**src/rtl/mmio_fifo_port.sv**
```systemverilog
// Depth-configurable FIFO behind an MMIO register window: DATA push/pop, STATUS,
// CONTROL (flush / flag clear) and non-destructive PEEK, with 1-cycle read responses.
module mmio_fifo_port #(
  parameter int unsigned DATA_W    = 64,
  parameter int unsigned DEPTH     = 8,
  parameter logic [15:0] BASE_ADDR = 16'h0020,
  parameter int unsigned TID_W     = 9
) (
  input  logic                       clk,
  input  logic                       rst,
  input  logic                       wr_valid,
  input  logic [15:0]                wr_addr,
  input  logic [63:0]                wr_data,
  input  logic                       rd_valid,
  input  logic [15:0]                rd_addr,
  input  logic [TID_W-1:0]           rd_tid,
  output logic                       rd_resp_valid,
  output logic [TID_W-1:0]           rd_resp_tid,
  output logic [63:0]                rd_resp_data,
  output logic [$clog2(DEPTH+1)-1:0] count
);

  localparam int unsigned PW = $clog2(DEPTH);
  localparam int unsigned CW = $clog2(DEPTH + 1);

  typedef enum logic [2:0] {
    REG_DATA   = 3'd0,
    REG_STATUS = 3'd2,
    REG_CTRL   = 3'd4,
    REG_PEEK   = 3'd6
  } reg_off_e;

  logic [DATA_W-1:0] r_mem [DEPTH];
  logic [PW-1:0]     r_wptr, r_rptr;
  logic [CW-1:0]     r_count;
  logic              r_ovf, r_udf;
  logic              r_resp_valid;
  logic [TID_W-1:0]  r_resp_tid;
  logic [63:0]       r_resp_data;

  logic        w_wr_hit, w_rd_hit;
  logic        w_push, w_pop_req, w_ctrl;
  logic        w_empty, w_full;
  logic        w_pop_ok, w_push_ok;
  logic        w_flush, w_clr;
  logic        w_set_ovf, w_set_udf;
  logic [63:0] w_head, w_status, w_rd_data;

  assign w_wr_hit  = wr_valid && (wr_addr[15:3] == BASE_ADDR[15:3]);
  assign w_rd_hit  = rd_valid && (rd_addr[15:3] == BASE_ADDR[15:3]);
  assign w_push    = w_wr_hit && (wr_addr[2:0] == REG_DATA);
  assign w_ctrl    = w_wr_hit && (wr_addr[2:0] == REG_CTRL);
  assign w_pop_req = w_rd_hit && (rd_addr[2:0] == REG_DATA);

  assign w_empty   = (r_count == '0);
  assign w_full    = (r_count == CW'(DEPTH));
  assign w_pop_ok  = w_pop_req && !w_empty;
  // A successful same-cycle pop frees the slot, so a push into a full FIFO is accepted then.
  assign w_push_ok = w_push && (!w_full || w_pop_ok);
  assign w_flush   = w_ctrl && wr_data[0];
  assign w_clr     = w_ctrl && wr_data[1];
  assign w_set_ovf = w_push && !w_push_ok;
  assign w_set_udf = w_pop_req && w_empty;

  always_comb begin
    w_head = '0;
    w_head[DATA_W-1:0] = r_mem[r_rptr];
  end

  always_comb begin
    w_status        = '0;
    w_status[15:0]  = 16'(r_count);
    w_status[16]    = w_empty;
    w_status[17]    = w_full;
    w_status[18]    = r_ovf;
    w_status[19]    = r_udf;
    w_status[47:32] = 16'(DEPTH);
  end

  always_comb begin
    w_rd_data = '0;
    case (rd_addr[2:0])
      REG_DATA:   w_rd_data = w_empty ? '0 : w_head;
      REG_STATUS: w_rd_data = w_status;
      REG_PEEK:   w_rd_data = w_empty ? '0 : w_head;
      default:    w_rd_data = '0;
    endcase
  end

  // Storage is intentionally not reset.
  always_ff @(posedge clk) begin
    if (!rst && w_push_ok) r_mem[r_wptr] <= wr_data[DATA_W-1:0];
  end

  always_ff @(posedge clk) begin
    if (rst) begin
      r_wptr       <= '0;
      r_rptr       <= '0;
      r_count      <= '0;
      r_ovf        <= 1'b0;
      r_udf        <= 1'b0;
      r_resp_valid <= 1'b0;
      r_resp_tid   <= '0;
      r_resp_data  <= '0;
    end else begin
      if (w_flush) begin
        r_wptr  <= '0;
        r_rptr  <= '0;
        r_count <= '0;
      end else begin
        if (w_push_ok) r_wptr <= r_wptr + PW'(1);
        if (w_pop_ok)  r_rptr <= r_rptr + PW'(1);
        r_count <= r_count + CW'(w_push_ok) - CW'(w_pop_ok);
      end
      r_ovf <= (r_ovf && !w_clr) || w_set_ovf;
      r_udf <= (r_udf && !w_clr) || w_set_udf;
      r_resp_valid <= w_rd_hit;
      if (w_rd_hit) begin
        r_resp_tid  <= rd_tid;
        r_resp_data <= w_rd_data;
      end
    end
  end

  assign rd_resp_valid = r_resp_valid;
  assign rd_resp_tid   = r_resp_tid;
  assign rd_resp_data  = r_resp_data;
  assign count         = r_count;

endmodule

```
**config.mk**
```make
export PLATFORM = sky130hd
export DESIGN_NAME = mmio_fifo_port
export DESIGN_NICKNAME = d
export VERILOG_FILES = /design/src/rtl/mmio_fifo_port.sv
export SDC_FILE = /design/constraint.sdc
export NUM_CORES = 1
export LEC_CHECK = 0
export BUFFER_PORTS_ARGS = -buffer_cell sky130_fd_sc_hd__buf_2
export CAP_MARGIN = 40
export CORE_UTILIZATION = 59
export CTS_CLUSTER_SIZE = 40
export DETAILED_ROUTE_END_ITERATION = 6
export GPL_ROUTABILITY_DRIVEN = 0
export PLACE_DENSITY = 0.8
export SLEW_MARGIN = 20
export SYNTH_ARGS = -nofsm -noshare
export SYNTH_HDL_FRONTEND = slang
export SYNTH_SLANG_ARGS = --single-unit
```
**constraint.sdc**
```tcl
create_clock -name clk -period 10.9 [get_ports clk]
set_input_delay 1.09 -clock clk [delete_from_list [all_inputs] [get_ports clk]]
set_output_delay 1.09 -clock clk [all_outputs]
set_load 0.01 [all_outputs]
```
==> run_results.csv, run 1 <==
group,metric,value,unit
sta,rsz0062_at_grt,"no",
logic_synthesis,netlist_area,22600,sq um
global_routing,grt_pass1_vias,11900,
finish,layout_commonest_cell,"edfxtp_1",
logic_synthesis,synth_area_leader_cell,"edfxtp_1",
routing,drc,0,
finish,drive_gt1_share,32.5,%
cts,worstSkewPairLatency,0.58,ns
finish,final_nets,1446,
logic_synthesis,ys_async_sr_fraction,0,%
worst_setup_path,required,11.10,ns
logic_synthesis,yosys_warnings,0,
sta,hold_violations,0,
placement,io_buffers,186,
sta,tns,0,ns
power,p_per_area,169,nW/um^2
run,maxCapViolCount,0,
global_routing,grt-ovfl-total,0,
logic_synthesis,syn_inst,1120,
worst_setup_path,cp_common_cell,"buf_4",
sta,period_share,36.1,%
floorplan,start_util,60.0,%
global_routing,grt_max_degree,72,
sta,whs,0.452,ns
logic_synthesis,synth_edf_count,512,
routing,vias,11600,
floorplan,rows,71,
worst_setup_path,path_cells,"buf_2 > nor4_1 > and4_1 > buf_4 > a21oi_1 > or3_1 > nor2_4 > buf_4",
cts,hold_buffers,0,
logic_synthesis,syn_area_per_cell,20.2,sq um
finish,multi_input_area,5190,sq um
worst_setup_path,path_max_fanout,49,
floorplan,core,37700,sq um
floorplan,die_w,198,um
finish,ff_latch_area,17200,sq um
logic_synthesis,ys_seq_elements,601,
worst_setup_path,critPathBufInv,3,
worst_setup_path,critical-path-slowest-cell,"buf_4",
cts,cts_tree,"built",
routing,drtIter0Drc,966,
sta,fin_skew,0.0135,ns
routing,wl_per_cell,24.8,um
finish,fillers,2316,
worst_setup_path,cp.arrival,4.14,ns
power,irDropWorstVdd,0.127,mV
finish,area_growth,15.8,%
global_routing,grt_usage,24.5,%
placement,dpl_cell_area,24400,sq um
finish,final_cell_mix,"edfxtp_1 (512), buf_2 (186), mux4_2 (128)",
cts,cts_root_buffer,"clkbuf_16",
finish,fin_util,69.6,%
cts,post_cts_resized,0,
global_routing,antenna_found_initial,7,
floorplan,io_pins,187,
cts,cts_buffers,56,
worst_setup_path,critical_path.top_delay_family,"simple AND/OR/NAND/NOR gates",
cts,htree_levels,2,
sta,max_slew_margin,42.7,%
sta,min_period,3.94,ns
routing,viasPerCell,6.15,
cts,cts_setup_buffers,0,
power,leakage,8.59,nW
logic_synthesis,syn_nets,1237,
min_path,holdCritPathClass,"flop to flop",
sta,setup_viol,0,
routing,firstDrtPassIters,5,
floorplan,die_h,198,um
logic_synthesis,synth_ff_type,"edfxtp_1",
cts,clk_pin_slew_worst_paths,0.06,ns
global_routing,grt_pass1_wl,70600,um
run_status,status,"completed",
sta,fmax,254,MHz
worst_setup_path,worst_setup_path_start_kind,"input port",
finish,final_cell_area,26200,sq um
logic_synthesis,synth_area_leaders,"edfxtp_1 (68%), mux4_2 (13%), dfxtp_1 (7.9%)",
routing,wl,47000,um
worst_setup_path,end_kind,"flop",
placement,hpwl,26000,um
cts,cts_max_path_buffers,3,
cts,clkSinkCount,601,
worst_setup_path,slowest_delay,0.78,ns
floorplan,die_area,39100,sq um
logic_synthesis,synth_cell_type_count,44,
logic_synthesis,synth.top_cell.area_share,68.0,%
worst_setup_path,crit_type,"input port to flop",
sta,slew_viol_final,0,
sta,worst_slew_pin_slew,0.860,ns
routing,ant_nets,0,
logic_synthesis,yosysSeqAreaShare,75.9,%
## cell usage after synthesis, types with 3 or more instances
library cell  count
edfxtp_1        512
buf_2            24
a211oi_1          3
nand2_1          28
nand4_1           3
a21oi_1          14
nand3_1           3
mux4_2          128
a2bb2oi_1        55
o211ai_1          4
dfxtp_1          89
o21ai_0           6
xnor2_1           3
nor3_1            7
inv_1             4
nor2_1           91
and2_1            3
mux2i_1          65
ha_1              7
buf_6             5
clkbuf_1         32
## area by class of cell
| class | instances | area share (%) |
|---|---|---|
| inverter | 4 | 0.0573 |
| antenna | 2 | 0.0191 |
| tap | 511 | 2.44 |
| clock buffer | 74 | 5.92 |
| sequential | 601 | 65.5 |
| timing repair buffer | 215 | 5.32 |
| clock inverter | 32 | 0.912 |
| multi-input combinational | 451 | 19.8 |
## through the flow
step | setup WS [ns] | instances | total power, W
after detailed placement | 6.39 | 1780 | 0.00259
after global routing | 6.78 | 1890 | 0.00454
after CTS | 6.97 | 1886 | 0.00445
final | 6.96 | 1890 | 0.00443
after global placement | 6.54 | 1768 | 0.00259
after floorplan | 2.17 | 1120 | 0.00255
## worst reg2reg max path: stages, from the launching register on
cell and delay (ns):
dfxtp_1 0.35, inv_1 0.09, ha_1 0.19, nor3b_1 0.18, nor2b_1 0.27, a21oi_1 0.22
or3_1 0.55, nor2_4 0.51, buf_4 0.80
## cell families (layout without fill, tap and decap cells)
kind of cell | Yosys count | after routing | share of synthesized area, %
flops | 601 | 601 | 75.9
mux | 193 | 193 | 15.6
simple gates | 156 | 156 | 3.33
compound gates | 89 | 89 | 3.05
buf+inv | 68 | 325 | 1.46
fa+ha+maj | 8 | 8 | 0.476
xor+xnor | 5 | 5 | 0.194
other cells | 0 | 2 | 0
## state kept, by name, summed over array words and instances, names as in the netlist, named ones only
signal and cells:
r_wptr 3, rd_resp_valid 1, count 4, r_udf 1
rd_resp_data 64, r_ovf 1, r_rptr 3, rd_resp_tid 9
r_mem 512
## final timing paths
path	endpoint	depth (start not counted)	slack, ns	from
setup / recovery	r_mem[4][54]	8	6.96	rd_addr[11]
hold / removal	rd_resp_tid[1]	2	0.45	rd_resp_tid[1]
setup reg to reg	r_mem[4][54]	8	7.34	count[2]
hold reg to reg	rd_resp_tid[1]	2	0.45	rd_resp_tid[1]
## metal layers
metal | share of wire [%] | vias up | GRT usage (%)
li1 | - | 4970 | -
met5 | 0.11 | - | 0
met4 | 2.1 | 8 | 6.83
met1 | 39 | 5990 | 33.0
met2 | 51 | 573 | 41.7
met3 | 7.4 | 86 | 4.16
## power by group
part,leakage (nW),internal (W),total [W],switching (W)
registers,5.32,0.00249,0.00249,0.00000000331
clock network,0.885,0.00107,0.00188,0.000813
logic,2.39,0.0000173,0.0000558,0.0000384
total,8.59,0.00358,0.00443,0.000851
Note: power is estimated with default switching activity, not from simulation.
==> run 2, diff against run 1 <==
Settings changed: ABC_AREA set to 1.
Clock period 10.9 ns to 4.1 ns, I/O delays scaled along.
==> run 2 against run 1 <==
Compared with the run above:
- final area is 1.6% higher
- critical path type is now flop to flop
- synthesized cell count is 69% higher
- routed wire length is 9.6% higher
- sequential power rose to 2.7 times the previous value
- combinational power increased to 2.7 times the previous value
- die area increased by 3.0%
- largest power group unchanged
- via count increased by 32%
- flip-flop and latch count unchanged
- core utilization fell by 0.99 points
==> run_results.csv, run 2 <==
group,metric,value,unit
routing,ant_nets,0,
logic_synthesis,synth_ff_type,"edfxtp_1",
finish,final_cell_mix,"edfxtp_1 (512), nor2_1 (388), o21ai_0 (244)",
sta,fin_skew,0.0112,ns
routing,drc,0,
routing,wl_met3,3770,um
sta,max_slew_margin,43.7,%
logic_synthesis,syn_area_per_cell,12.3,sq um
floorplan,rows,72,
logic_synthesis,syn_nets,2010,
logic_synthesis,netlist_area,23300,sq um
routing,wl_met1,20800,um
sta,slew_viol_final,0,
logic_synthesis,synth_cell_type_count,34,
finish,final_nets,2168,
cts,cts_tree,"built",
placement,dpl_cell_area,24700,sq um
routing,drtIter0Drc,1445,
cts,hold_buffers,0,
floorplan,die_area,40300,sq um
floorplan,start_util,60.0,%
worst_setup_path,cp.arrival,3.09,ns
floorplan,io_pins,187,
logic_synthesis,synthTopCellsByCount,"edfxtp_1 (512), nor2_1 (396), o21ai_0 (244)",
finish,layout_commonest_cell,"edfxtp_1",
routing,wl_per_cell,19.6,um
worst_setup_path,crit_type,"flop to flop",
worst_setup_path,slowest_delay,0.62,ns
worst_setup_path,cp_common_cell,"nand3_1",
placement,dp.cells,2509,
floorplan,core,38800,sq um
finish,final_cell_area,26600,sq um
cts,htree_levels,2,
floorplan,die_w,201,um
finish,largest_reg_flops,512,
cts,post_cts_resized,0,
sta,hold_violations,0,
sta,whs,0.0703,ns
run_status,status,"completed",
power,irDropWorstVdd,0.482,mV
worst_setup_path,critical_path.top_delay_family,"simple AND/OR/NAND/NOR gates",
logic_synthesis,yosysSeqAreaShare,73.6,%
global_routing,grt_pass1_wl,80600,um
routing,highest_layer,"met5",
cts,cts_setup_buffers,0,
logic_synthesis,ys_async_sr_fraction,0,%
worst_setup_path,required,4.33,ns
cts,clk_pin_slew_worst_paths,0.06,ns
global_routing,grt_usage,25.6,%
finish,drive_gt1_share,15.8,%
routing,viasPerCell,5.88,
sta,period_share,69.8,%
sta,setup_viol,0,
logic_synthesis,synth_edf_count,512,
worst_setup_path,path_max_fanout,49,
worst_setup_path,critPathBufInv,2,
worst_setup_path,critical-path-slowest-cell,"buf_4",
finish,fillers,2623,
routing,wl,51500,um
sta,min_period,2.86,ns
sta,worst_slew_pin_slew,0.842,ns
placement,io_buffers,186,
sta,rsz0062_at_grt,"no",
global_routing,grt-ovfl-total,0,
power,leakage,9.20,nW
finish,layoutNonFillerInstCount,2619,
finish,largest-register,"r_mem",
routing,met2_length,25400,um
logic_synthesis,synth.top_cell.area_share,66.0,%
placement,hpwl,28600,um
worst_setup_path,worst_setup_path_start_kind,"flop",
logic_synthesis,ys_seq_elements,601,
global_routing,antenna_found_initial,7,
run,maxCapViolCount,0,
finish,area_growth,14.3,%
cts,cts_max_path_buffers,3,
routing,firstDrtPassIters,5,
cts,cts_buffers,56,
sta,fmax,349,MHz
cts,cts_root_buffer,"clkbuf_16",
power,p_per_area,455,nW/um^2
cts,clkSinkCount,601,
logic_synthesis,syn_inst,1893,
global_routing,grt_max_degree,109,
power,power,0.0121,W
logic_synthesis,yosys_warnings,0,
logic_synthesis,synth_area_leaders,"edfxtp_1 (66%), dfxtp_1 (7.6%), nor2_1 (6.4%)",
cts,worstSkewPairLatency,0.61,ns
logic_synthesis,synth_area_leader_cell,"edfxtp_1",
min_path,holdCritPathClass,"input port to flop",
routing,vias,15400,
worst_setup_path,end_kind,"flop",
worst_setup_path,path_cells,"inv_1 > ha_1 > nand3_1 > nand4_2 > nand2_1 > nand3_1 > nor2_4 > buf_4",
logic_synthesis,synth_most_common_cell,"edfxtp_1",
global_routing,grt_pass1_vias,15300,
floorplan,die_h,201,um
[run 2: changes by cell type after synthesis, moves of 70 or more]
cell      delta
a21oi_1     +70
o211ai_1   +106
mux4_2     -128
nand3_1    +109
nor2_1     +305
o21ai_0    +238
nand2_1    +148
[run 2: cell type report]
| class | instances | area [sq um] | share of cell area (%) |
|---|---|---|---|
| antenna | 6 | 15.0 | 0.0564 |
| clock buffer | 68 | 1500 | 5.63 |
| clock inverter | 34 | 409 | 1.54 |
| inverter | 26 | 103 | 0.385 |
| multi-input combinational | 1147 | 5480 | 20.6 |
| sequential | 601 | 17200 | 64.5 |
| tap | 518 | 648 | 2.43 |
| timing repair buffer | 219 | 1300 | 4.90 |
[run 2: kinds of logic (layout without fill, tap and decap cells)]
kind of cell               after synthesis  in the layout  synth area share (%)
and+or+nand+nor                        696            696                  12.0
AOI/OAI and AO/OA                      441            441                  10.7
DFF                                    601            601                  73.6
xor gates and xnor gates                 2              2                0.0752
other                                    0              6                     0
adders and majority gates                8              8                 0.462
buffers and inverters                  145            347                  3.13
[run 2: path summary, 6_finish.rpt]
check | from | endpoint | slack (ns) | cells after the start
min | wr_data[21] | r_mem[6][21] | 0.07 | 1
max reg2reg | count[2] | r_mem[3][38] | 1.24 | 8
min reg2reg | rd_resp_data[13] | rd_resp_data[13] | 0.46 | 2
max | count[2] | r_mem[3][38] | 1.24 | 8
[run 2: through the flow]
stage / setup TNS, ns / setup slack (ns) / utilization [%]
floorplan: -157.16 / -0.411 / -
global placement: 0 / 1.11 / 63.5
detailed placement: 0 / 1.07 / 63.5
CTS: 0 / 1.27 / 68.4
global route: 0 / 1.05 / 68.5
finish: 0 / 1.24 / 68.6
[run 2: worst register-to-register path, cell delays in order (launching register included)]
cell and delay [ns]:
dfxtp_1 0.36, inv_1 0.09, ha_1 0.20, nand3_1 0.14, nand4_2 0.19, nand2_1 0.27
nand3_1 0.37, nor2_4 0.20, buf_4 0.62
[run 2: metal layers]
metal  global-route usage (%)  vias up
li1                         -     7124
met1                     33.3     7494
met2                     43.1      659
met3                     4.32      108
met4                     10.7        4
met5                        0        -
[run 2: power breakdown]
part	switching [W]	internal [W]
clock	0.00219	0.00317
sequential	0.0000000101	0.00662
combinational	0.000105	0.0000439
total	0.00229	0.00983
==> run 3, diff against run 2 <==
Clock period 4.1 ns to 2.8 ns, I/O delays scaled along.
==> run 3 against run 2 <==
Compared with the run above:
- first-iteration DRC count rose by 24%
- sequential share of layout area decreased by 1.9 points
- routed wire length grew 5.7%
- non-clock buffer count up 71
- maximum frequency up 14%
- final area up 3.1%
- clock skew is essentially flat
- worst setup slack worse by 0.95 ns
- core utilization grew 2.1 points
- critical endpoint is now r_mem[6][27]
- highest routed layer unchanged
==> run_results.csv, run 3 (synthesis results as in run 2) <==
group,metric,value,unit
cts,cts_max_path_buffers,3,
routing,viasPerCell,5.89,
cts,post_cts_resized,0,
placement,io_buffers,186,
floorplan,core,38800,sq um
sta,min_period,2.51,ns
finish,multi_input_area,5470,sq um
power,p_comb_share,1.7,%
worst_setup_path,r2r-end,"r_mem[6][27]",
worst_setup_path,path_max_fanout,29,
worst_setup_path,ff2ff_path_depth,8,
power,p_clk_share,43.7,%
min_path,hold_end,"r_mem[5][17]",
worst_setup_path,worst_setup_path_start_kind,"flop",
finish,largest_reg_flops,512,
cts,cts_tree,"built",
sta,max_slew_margin,47.0,%
sta,period_share,89.8,%
finish,antennaDiodeCount,0,
worst_setup_path,cp.arrival,2.77,ns
cts,worstSkewPairLatency,0.61,ns
finish,fin_util,70.7,%
min_path,hold_start,"wr_data[17]",
finish,layout_commonest_cell,"edfxtp_1",
run_status,status,"completed",
routing,wl_per_cell,20.2,um
power,cell_internal_pwr,0.0144,W
worst_setup_path,end_kind,"flop",
global_routing,antenna_found_initial,2,
min_path,holdCritPathClass,"input port to flop",
routing,drc,0,
global_routing,grt_usage,27.0,%
finish,drive_gt1_share,15.2,%
routing,vias,15800,
power,power_switching,0.00338,W
sta,fin_skew,0.0114,ns
placement,hpwl,30700,um
worst_setup_path,crit_type,"flop to flop",
floorplan,rows,72,
power,irDropWorstVdd,0.550,mV
routing,wl,54400,um
finish,final_cell_mix,"edfxtp_1 (512), nor2_1 (388), o21ai_0 (244)",
cts,htree_levels,2,
global_routing,grt_pass1_vias,15700,
cts,cts_setup_buffers,0,
finish,ff_latch_area,17200,sq um
floorplan,die_area,40300,sq um
worst_setup_path,critical-path-slowest-cell,"buf_4",
sta,tns,0,ns
finish,area_growth,17.8,%
worst_setup_path,r2r-start,"count[2]",
global_routing,grt_pass1_wl,84700,um
routing,ant_nets,0,
worst_setup_path,rrSetupSlack,0.29,ns
sta,whs,0.0256,ns
cts,cts_buffers,57,
worst_setup_path,required,3.05,ns
finish,largest-register,"r_mem",
worst_setup_path,path_cells,"inv_1 > ha_1 > nand3_1 > nand4_2 > nand2_1 > nand3_2 > nor2_4 > buf_4",
floorplan,io_pins,187,
worst_setup_path,critPathBufInv,2,
worst_setup_path,slowest_delay,0.40,ns
sta,slew_viol_final,0,
run,maxCapViolCount,0,
power,pwr-share-seq,54.6,%
power,leakage,9.49,nW
worst_setup_path,critical_path.top_delay_family,"simple AND/OR/NAND/NOR gates",
global_routing,grt_max_degree,125,
power,swShare,19.0,%
sta,rsz0062_at_grt,"no",
sta,hold_violations,0,
finish,fillers,2533,
floorplan,die_h,201,um
floorplan,die_w,201,um
global_routing,grt-ovfl-total,0,
cts,cts_root_buffer,"clkbuf_16",
min_path,hold_path_depth,1,
sta,fmax,398,MHz
floorplan,start_util,60.0,%
power,p_per_area,647,nW/um^2
sta,setup_viol,0,
cts,clk_pin_slew_worst_paths,0.06,ns
cts,clkSinkCount,601,
finish,final_nets,2240,
routing,drtIter0Drc,1795,
sta,worst_slew_pin_slew,0.796,ns
routing,firstDrtPassIters,7,
-- run 3: metrics by stage --
| stage | setup WS, ns | area (sq um) | total power, W | cells |
|---|---|---|---|---|
| floorplan | -0.628 | 23300 | 0.00992 | 1893 |
| finish | 0.286 | 27400 | 0.0178 | 2690 |
| global placement | 0.358 | 24900 | 0.0101 | 2515 |
| global route | 0.0955 | 27400 | 0.0182 | 2690 |
| detailed placement | 0.250 | 24900 | 0.0101 | 2515 |
| CTS | 0.304 | 27400 | 0.0178 | 2690 |
-- run 3: how the worst max path moves through the flow --
stage,to,slack (ns),start,cells past startpoint
final,r_mem[6][27],0.29,count[2],8
after global routing,count[1],0.1,count[3],11
after CTS,r_mem[6][14],0.30,count[2],8
after detailed placement,r_mem[6][14],0.25,rd_addr[6],8
after global placement,r_mem[6][13],0.36,rd_addr[6],8
after floorplan,r_mem[5][0],-0.63,count[2],7
-- run 3: cell type report --
class                   count  share of cell area, %
flip-flops and latches    601                   62.6
multi-input cells        1147                   19.9
repair buffers            290                   7.81
clock buffers              78                   5.86
well taps                 518                   2.36
clock inverters            30                   1.10
inverters                  26                  0.374
-- run 3: per-layer routing --
layer	part of all wire (%)	GRT usage [%]	vias up	wire, um
met5	0.048	0	-	26
met4	2.2	8.07	4	1190
met3	7.8	4.89	104	4240
met2	50	45.5	720	27200
met1	40	36.1	7737	21700
li1	-	-	7270	-
-- run 3: timing repair --
| action | in CTS | in global routing |
|---|---|---|
| hold endpoints to repair | 473 | 0 |
| setup endpoints to repair | 0 | 0 |
| hold buffers | 67 | 0 |
-- run 3: power groups by stage --
stage / clock network [W] / registers [W] / logic, W
3_3_place_gp: 0 / 0.00988 / 0.000216
5_1_grt: 0.00816 / 0.00968 / 0.000332
4_1_cts: 0.00782 / 0.00969 / 0.000305
3_5_place_dp: 0 / 0.00988 / 0.000228
6_report: 0.00776 / 0.00969 / 0.000309
2_1_floorplan: 0 / 0.00989 / 0.0000344
